--- src/rtl/bcd_pkg.sv ---
// Shared types and constants for the sequential BCD-to-binary converter.
// Optional feature macro used by the converter: BCD2BIN_RANGE_CHECK_EN.
package bcd_pkg;

  typedef enum logic [1:0] {
    IDLE   = 2'd0,
    SHIFT  = 2'd1,
    FINISH = 2'd2,
    ERR    = 2'd3
  } state_e;

  localparam logic [3:0] BCD_MAX     = 4'd9;
  localparam logic [3:0] CORR_THRESH = 4'd8;
  localparam logic [3:0] CORR_VAL    = 4'd3;

  // Minimum binary width able to hold 10^digits - 1.
  function automatic int clog2_dec(input int digits);
    int max_val;
    int width;
    max_val = 1;
    for (int i = 0; i < digits; i++) begin
      max_val = max_val * 10;
    end
    max_val = max_val - 1;
    width = 0;
    while ((1 << width) <= max_val) begin
      width = width + 1;
    end
    return width;
  endfunction

endpackage

--- src/rtl/bcd_to_bin_seq_if.sv ---
// Request/result bundle of the BCD-to-binary converter.
// master drives the request, slave (the converter) returns the result.
interface bcd_to_bin_seq_if #(
  parameter int DIGITS = 3,
  parameter int BIN_W  = 10
);
  logic                  start;
  logic [4*DIGITS-1:0]   bcd_in;
  logic [BIN_W-1:0]      bin_out;
  logic                  busy;
  logic                  done;
  logic                  err;

  modport master (output start, bcd_in, input bin_out, busy, done, err);
  modport slave  (input start, bcd_in, output bin_out, busy, done, err);
endinterface

--- src/rtl/bcd_to_bin_seq_sub3.sv ---
// Per-nibble correction of the reverse double-dabble: the inverse of the
// add-3 cell used by the binary-to-BCD direction.
module sub3
  import bcd_pkg::*;
(
  input  logic [3:0] nib_in,
  output logic [3:0] nib_out
);

  // A nibble that reached 8 or more after the shift gets 3 taken off.
  always_comb nib_out = (nib_in >= CORR_THRESH) ? (nib_in - CORR_VAL) : nib_in;

endmodule

--- src/rtl/bcd_to_bin_seq.sv ---
// Sequential BCD-to-binary converter (iterative reverse double-dabble).
// One right shift plus per-nibble subtract-3 correction per clock; the load
// of a new request is merged into the first shift.
// Optional macro BCD2BIN_RANGE_CHECK_EN: reject requests holding a nibble > 9
// through the ERR state and raise a sticky err flag. Without it err is 0.
module bcd_to_bin_seq
  import bcd_pkg::*;
#(
  parameter int DIGITS = 3,
  parameter int BIN_W  = clog2_dec(DIGITS)
) (
  input  logic            clk,
  input  logic            rst_n,
  bcd_to_bin_seq_if.slave bus
);

  localparam int BCD_W = 4 * DIGITS;
  localparam int SR_W  = BCD_W + BIN_W;
  localparam int CNT_W = (BIN_W > 1) ? $clog2(BIN_W) : 1;
  localparam logic [CNT_W-1:0] CNT_LAST = CNT_W'(BIN_W - 1);

  state_e            state_q, state_d;
  logic [CNT_W-1:0]  cnt_q, cnt_d, cnt_next;
  logic [SR_W-1:0]   sr_q, sr_d;
  logic [BIN_W-1:0]  bin_out_q, bin_out_d;
  logic              busy_q, busy_d;
  logic              done_q, done_d;

  logic [SR_W-1:0]   step_in, step_sh, step_out;

  // In IDLE the iteration works on the freshly loaded word, otherwise on the register.
  always_comb step_in = (state_q == IDLE) ? {bus.bcd_in, {BIN_W{1'b0}}} : sr_q;

  assign step_sh = step_in >> 1;
  assign step_out[BIN_W-1:0] = step_sh[BIN_W-1:0];

  for (genvar g = 0; g < DIGITS; g++) begin : g_corr
    sub3 u_sub3 (
      .nib_in  (step_sh[BIN_W + 4*g +: 4]),
      .nib_out (step_out[BIN_W + 4*g +: 4])
    );
  end

  assign cnt_next = cnt_q + 1'b1;

`ifdef BCD2BIN_RANGE_CHECK_EN
  logic digits_ok;
  logic err_q, err_d;

  // A request is valid only if every nibble is a decimal digit.
  always_comb begin
    digits_ok = 1'b1;
    for (int i = 0; i < DIGITS; i++) begin
      if (bus.bcd_in[4*i +: 4] > BCD_MAX) digits_ok = 1'b0;
    end
  end

  // err is raised by the error path and held until a valid request is accepted.
  always_comb begin
    err_d = err_q;
    if (state_q == ERR) err_d = 1'b1;
    else if ((state_q == IDLE) && bus.start && digits_ok) err_d = 1'b0;
  end

  // Sticky error flag register.
  always_ff @(posedge clk or negedge rst_n) begin
    if (!rst_n) err_q <= 1'b0;
    else        err_q <= err_d;
  end

  assign bus.err = err_q;
`else
  assign bus.err = 1'b0;
`endif

  // Next-state, datapath and registered-output logic of the converter FSM.
  always_comb begin
    state_d   = state_q;
    cnt_d     = cnt_q;
    sr_d      = sr_q;
    bin_out_d = bin_out_q;
    busy_d    = 1'b0;
    done_d    = 1'b0;
    case (state_q)
      IDLE: begin
`ifdef BCD2BIN_RANGE_CHECK_EN
        if (bus.start && !digits_ok) begin
          state_d = ERR;
        end else
`endif
        if (bus.start) begin
          state_d = SHIFT;
          cnt_d   = '0;
          sr_d    = step_out;
          busy_d  = 1'b1;
        end
      end
      SHIFT: begin
        sr_d   = step_out;
        cnt_d  = cnt_next;
        busy_d = 1'b1;
        if (cnt_next == CNT_LAST) state_d = FINISH;
      end
      FINISH: begin
        bin_out_d = sr_q[BIN_W-1:0];
        done_d    = 1'b1;
        state_d   = IDLE;
      end
      ERR: begin
        done_d  = 1'b1;
        state_d = IDLE;
      end
      default: state_d = IDLE;
    endcase
  end

  // State, datapath and output registers; reset discards any partial result.
  always_ff @(posedge clk or negedge rst_n) begin
    if (!rst_n) begin
      state_q   <= IDLE;
      cnt_q     <= '0;
      sr_q      <= '0;
      bin_out_q <= '0;
      busy_q    <= 1'b0;
      done_q    <= 1'b0;
    end else begin
      state_q   <= state_d;
      cnt_q     <= cnt_d;
      sr_q      <= sr_d;
      bin_out_q <= bin_out_d;
      busy_q    <= busy_d;
      done_q    <= done_d;
    end
  end

  assign bus.bin_out = bin_out_q;
  assign bus.busy    = busy_q;
  assign bus.done    = done_q;

endmodule

--- src/flat_wrapper.sv ---
// flat-port wrapper written by rule: the top's interface ports become plain ports
module bcd_to_bin_seq_flat import bcd_pkg::*;
#(
  parameter int DIGITS = 3,
  parameter int BIN_W  = clog2_dec(DIGITS)
)
  (clk, rst_n, bus_start, bus_bcd_in, bus_bin_out, bus_busy, bus_done, bus_err);
  bcd_to_bin_seq_if #(.DIGITS(DIGITS), .BIN_W(BIN_W)) bus_i ();
  input  logic clk;
  input  logic rst_n;
  input wire logic [$bits(bus_i.start)-1:0] bus_start;
  input wire logic [$bits(bus_i.bcd_in)-1:0] bus_bcd_in;
  output wire logic [$bits(bus_i.bin_out)-1:0] bus_bin_out;
  output wire logic [$bits(bus_i.busy)-1:0] bus_busy;
  output wire logic [$bits(bus_i.done)-1:0] bus_done;
  output wire logic [$bits(bus_i.err)-1:0] bus_err;
  assign bus_i.start = bus_start;
  assign bus_i.bcd_in = bus_bcd_in;
  assign bus_bin_out = bus_i.bin_out;
  assign bus_busy = bus_i.busy;
  assign bus_done = bus_i.done;
  assign bus_err = bus_i.err;
  bcd_to_bin_seq #(.DIGITS(DIGITS), .BIN_W(BIN_W)) u_core (.clk(clk), .rst_n(rst_n), .bus(bus_i));
endmodule
--- config.mk ---
export PLATFORM = sky130hd
export DESIGN_NAME = bcd_to_bin_seq_flat
export DESIGN_NICKNAME = d
export VERILOG_FILES = /design/src/rtl/bcd_pkg.sv /design/src/rtl/bcd_to_bin_seq_if.sv /design/src/rtl/bcd_to_bin_seq_sub3.sv /design/src/rtl/bcd_to_bin_seq.sv /design/src/flat_wrapper.sv
export SDC_FILE = /design/constraint.sdc
export NUM_CORES = 1
export LEC_CHECK = 0
export BUFFER_PORTS_ARGS = -buffer_cell sky130_fd_sc_hd__buf_2
export CAP_MARGIN = 20
export CELL_PAD_IN_SITES_DETAIL_PLACEMENT = 0
export CELL_PAD_IN_SITES_GLOBAL_PLACEMENT = 2
export CORE_MARGIN = 3
export CORE_UTILIZATION = 41
export DETAILED_ROUTE_END_ITERATION = 8
export GPL_TIMING_DRIVEN = 0
export PLACE_DENSITY = 0.93
export REMOVE_ABC_BUFFERS = 1
export SETUP_SLACK_MARGIN = 0.5
export SYNTH_ARGS = -nofsm -noshare
export SYNTH_HDL_FRONTEND = slang
export SYNTH_HIERARCHICAL = 1
export SYNTH_SLANG_ARGS = --single-unit
--- constraint.sdc ---
create_clock -name clk -period 5.5 [get_ports clk]
set_clock_uncertainty 0.1 [all_clocks]
set_input_delay 0.55 -clock clk [delete_from_list [all_inputs] [get_ports clk]]
set_output_delay 0.55 -clock clk [all_outputs]
set_load 0.005 [all_outputs]
==> results.cfg <==
[run_status]
status = finished clean

[worst_setup_path]
startpoint = u_core/state_q[0]
cpLargestDelayFamily = simple AND/OR/NAND/NOR gates
slowest_stage = nor2_1
critPathMaxFanout = 11
crit_path_start_kind = flop
r2r_setup_slack_ns = 2.85
critPathBufInv = 0
criticalPathCategory = flop to flop
worst-path-stages = 6
crit_path_end = u_core/sr_q[16]
worstPathRequired_ns = 5.58
cp-end-kind = flop
r2r-start = u_core/state_q[0]
crit_chain = nor2_1, mux2_2, ha_1, nand2b_1, xnor2_1, mux2_4
worst_r2r_endpoint = u_core/sr_q[16]
r2r_cells = 6
cp.arrival_ns = 2.73
cp_slowest_stage_delay_ns = 0.76

[placed_design]
place_ws_ns = 2.80
post-place-cells = 236
placed_cell_area_mm2 = 0.00216
hpwl_mm = 2.42
placement.io_buffers = 26
globalplace.congestion = 0.778

[synthesis]
yosysWarnings = 6
yosysTopAreaCell = dfrtp_1
ys.flop_type = dfrtp_1
ys_ff_latch = 40
ys_types = 31
synth_edf_count = 0
syn_inst = 161
synth_fa_ha_area_share_pct = 5.03
yosys.area_share.simple_pct = 7.23
yosysTopAreaCellShare_pct = 50.3
synthMuxAreaShare_pct = 19.6
syn_avg_cell_area_um2 = 12.4
ys_seq_area_share_pct = 50.3
synth_top_family_by_area = multiplexers
synth_area_mm2 = 0.00199
synthTopCellsByArea = dfrtp_1, mux2_2, ha_1
synth-compound-area-share_pct = 9.62
synth_xor_area_share_pct = 3.08
ys_async_sr_fraction_pct = 100
synth_common_cells = dfrtp_1, mux2_2, inv_1
synth.most_common_cell = dfrtp_1

[finish]
design_area_mm2 = 0.00225
nFillCells = 402
stdcell_count = 244
drive_gt1_share_pct = 36.5
fin_nets = 214
synthToLayoutAreaGrowth_pct = 13.1
antennaDiodeCount = 0

[global_routing]
grt_start_max_net_pins = 41
gr-usage-all-layers_pct = 13.0
antenna_found_initial = 0
grt_pass1_wl_mm = 5.57
use_met3_pct = 4.75
grt_use_met1_pct = 16.9
grt_use_met2_pct = 21.0
grt_pass1_vias = 1236
grt_busiest_layer = met2
grt_overflow = 0

[cts]
cts_setup_buffers = 0
cts_root_buf = clkbuf_8
h-tree-depth = 2
cts_hold_repair.buffers = 0
cts_tree = yes
ctsResizeCount = 0
clkSlewWorstSetupHoldPaths_ns = 0.08
ctsLongestPathBuffers = 2
clock-sinks = 40
numCtsBuffers = 5
clock_latency_ns = 0.28

[timing]
finalSetupViolations = 0
slew_viol_final = 0
hold_viol = 0
period_minus_slack_ns = 2.65
fin_crit_sh_pct = 48.2
setup_tns_ns = 0
max_slew_margin_pct = 36.4
setup_ws_ns = 2.85
rsz0062_at_grt = false
fmax_mhz = 377
worst_pin_slew_ns = 0.951

[detailed_routing]
drt_first_pass_iters = 4
routed-via-count = 1265
drt_iter0_drc = 66
avgRoutedWirePerCell_um = 14.1
vias_per_cell = 5.18
ant_nets = 0
drc = 0
wl_mm = 3.44

[floorplanning]
start_util_pct = 44.2
fp.dieW_um = 75.7
die_h_um = 75.7
pin_count = 28
die_area_mm2 = 0.00572
std_cell_rows = 24
coreArea_mm2 = 0.00450

[run]
maxCapViolCount = 0

[power_and_ir_drop]
power_density_mw_per_mm2 = 605
p_leak_nw = 1.14
fin_total_pwr_mw = 1.36
vdd.ir_drop.worst_mv = 0.312

[hold_path]
hold_class = input pin to async pin
-- sequential cells by signal, indices dropped and copies added (netlist names) --
name and flops:
u_core/bus.busy 1, u_core/bus.done 1, u_core/cnt_q 4, u_core/sr_q 22, u_core/bus.bin_out 10, u_core/state_q 2
-- cells in the final DEF (no fill, tap or decap) --
cell	instances
and2_1	1
dfrtp_1	40
buf_2	26
mux2_4	5
nand2_1	9
clkinv_2	2
a21o_1	1
o21ai_0	8
nand2b_1	6
inv_1	10
a22o_1	9
a41o_1	1
and3b_1	1
buf_8	1
xnor2_1	3
nor2_1	1
clkinv_4	1
conb_1	6
nor4bb_1	1
xor2_1	4
nor2b_1	4
o21bai_2	1
o21ai_1	1
a21oi_1	4
nor3b_1	1
mux2_2	28
nand3_1	1
clkbuf_8	5
a41oi_2	1
ha_1	8
nor4_1	1
o22ai_1	1
-- layout make-up --
type                       count  area, um^2  share of cell area [%]
clock buffer                   5        68.8                    3.06
clock inverter                 3        18.8                   0.834
inverter                      10        37.5                    1.67
multi-input combinational    107         913                    40.6
sequential                    40        1000                    44.5
tap                           52        65.1                    2.89
timing repair buffer          27         145                    6.45
-- cells by family (layout without fill, tap and decap cells) --
| kind of cell | after synthesis | after routing |
|---|---|---|
| and+or+nand+nor | 26 | 26 |
| muxes | 33 | 33 |
| DFF | 40 | 40 |
| buffers and inverters | 19 | 45 |
| AOI/OAI and AO/OA | 27 | 27 |
| adders and majority gates | 8 | 8 |
| xor gates and xnor gates | 7 | 7 |
| other | 1 | 6 |
-- power by group --
part	internal, mW	switching (mW)
sequential	0.423	0.0901
clock	0.0885	0.104
combinational	0.362	0.293
total	0.874	0.488
-- worst min-delay path by stage --
stage | endpoint | depth (start not counted) | slack [ns] | from
finish | u_core/bus.bin_out[4] | 1 | 0.27 | rst_n
global route | u_core/bus.bin_out[8] | 1 | 0.35 | rst_n
CTS | u_core/bus.bin_out[4] | 1 | 0.31 | rst_n
detailed placement | u_core/bus.bin_out[1] | 1 | 0.39 | u_core/bus.bin_out[1]
global placement | u_core/bus.bin_out[4] | 1 | 0.38 | u_core/bus.bin_out[4]
floorplan | u_core/bus.bin_out[0] | 0 | 0.15 | rst_n
-- routing by layer --
| layer | share of wire [%] | wire length (um) | up-vias |
|---|---|---|---|
| li1 | - | - | 607 |
| met1 | 47 | 1610 | 621 |
| met2 | 47 | 1620 | 35 |
| met3 | 5.7 | 196 | 2 |
| met4 | 0.26 | 9 | 0 |
| met5 | 0 | 0 | - |
-- through the flow --
step,utilization [%],hold slack [ns]
after CTS,49.9,0.309
after global placement,47.6,0.383
final,49.9,0.273
after global routing,49.9,0.348
after floorplan,-,0.154
after detailed placement,48.0,0.392
Power figures use the tool's default switching activity.
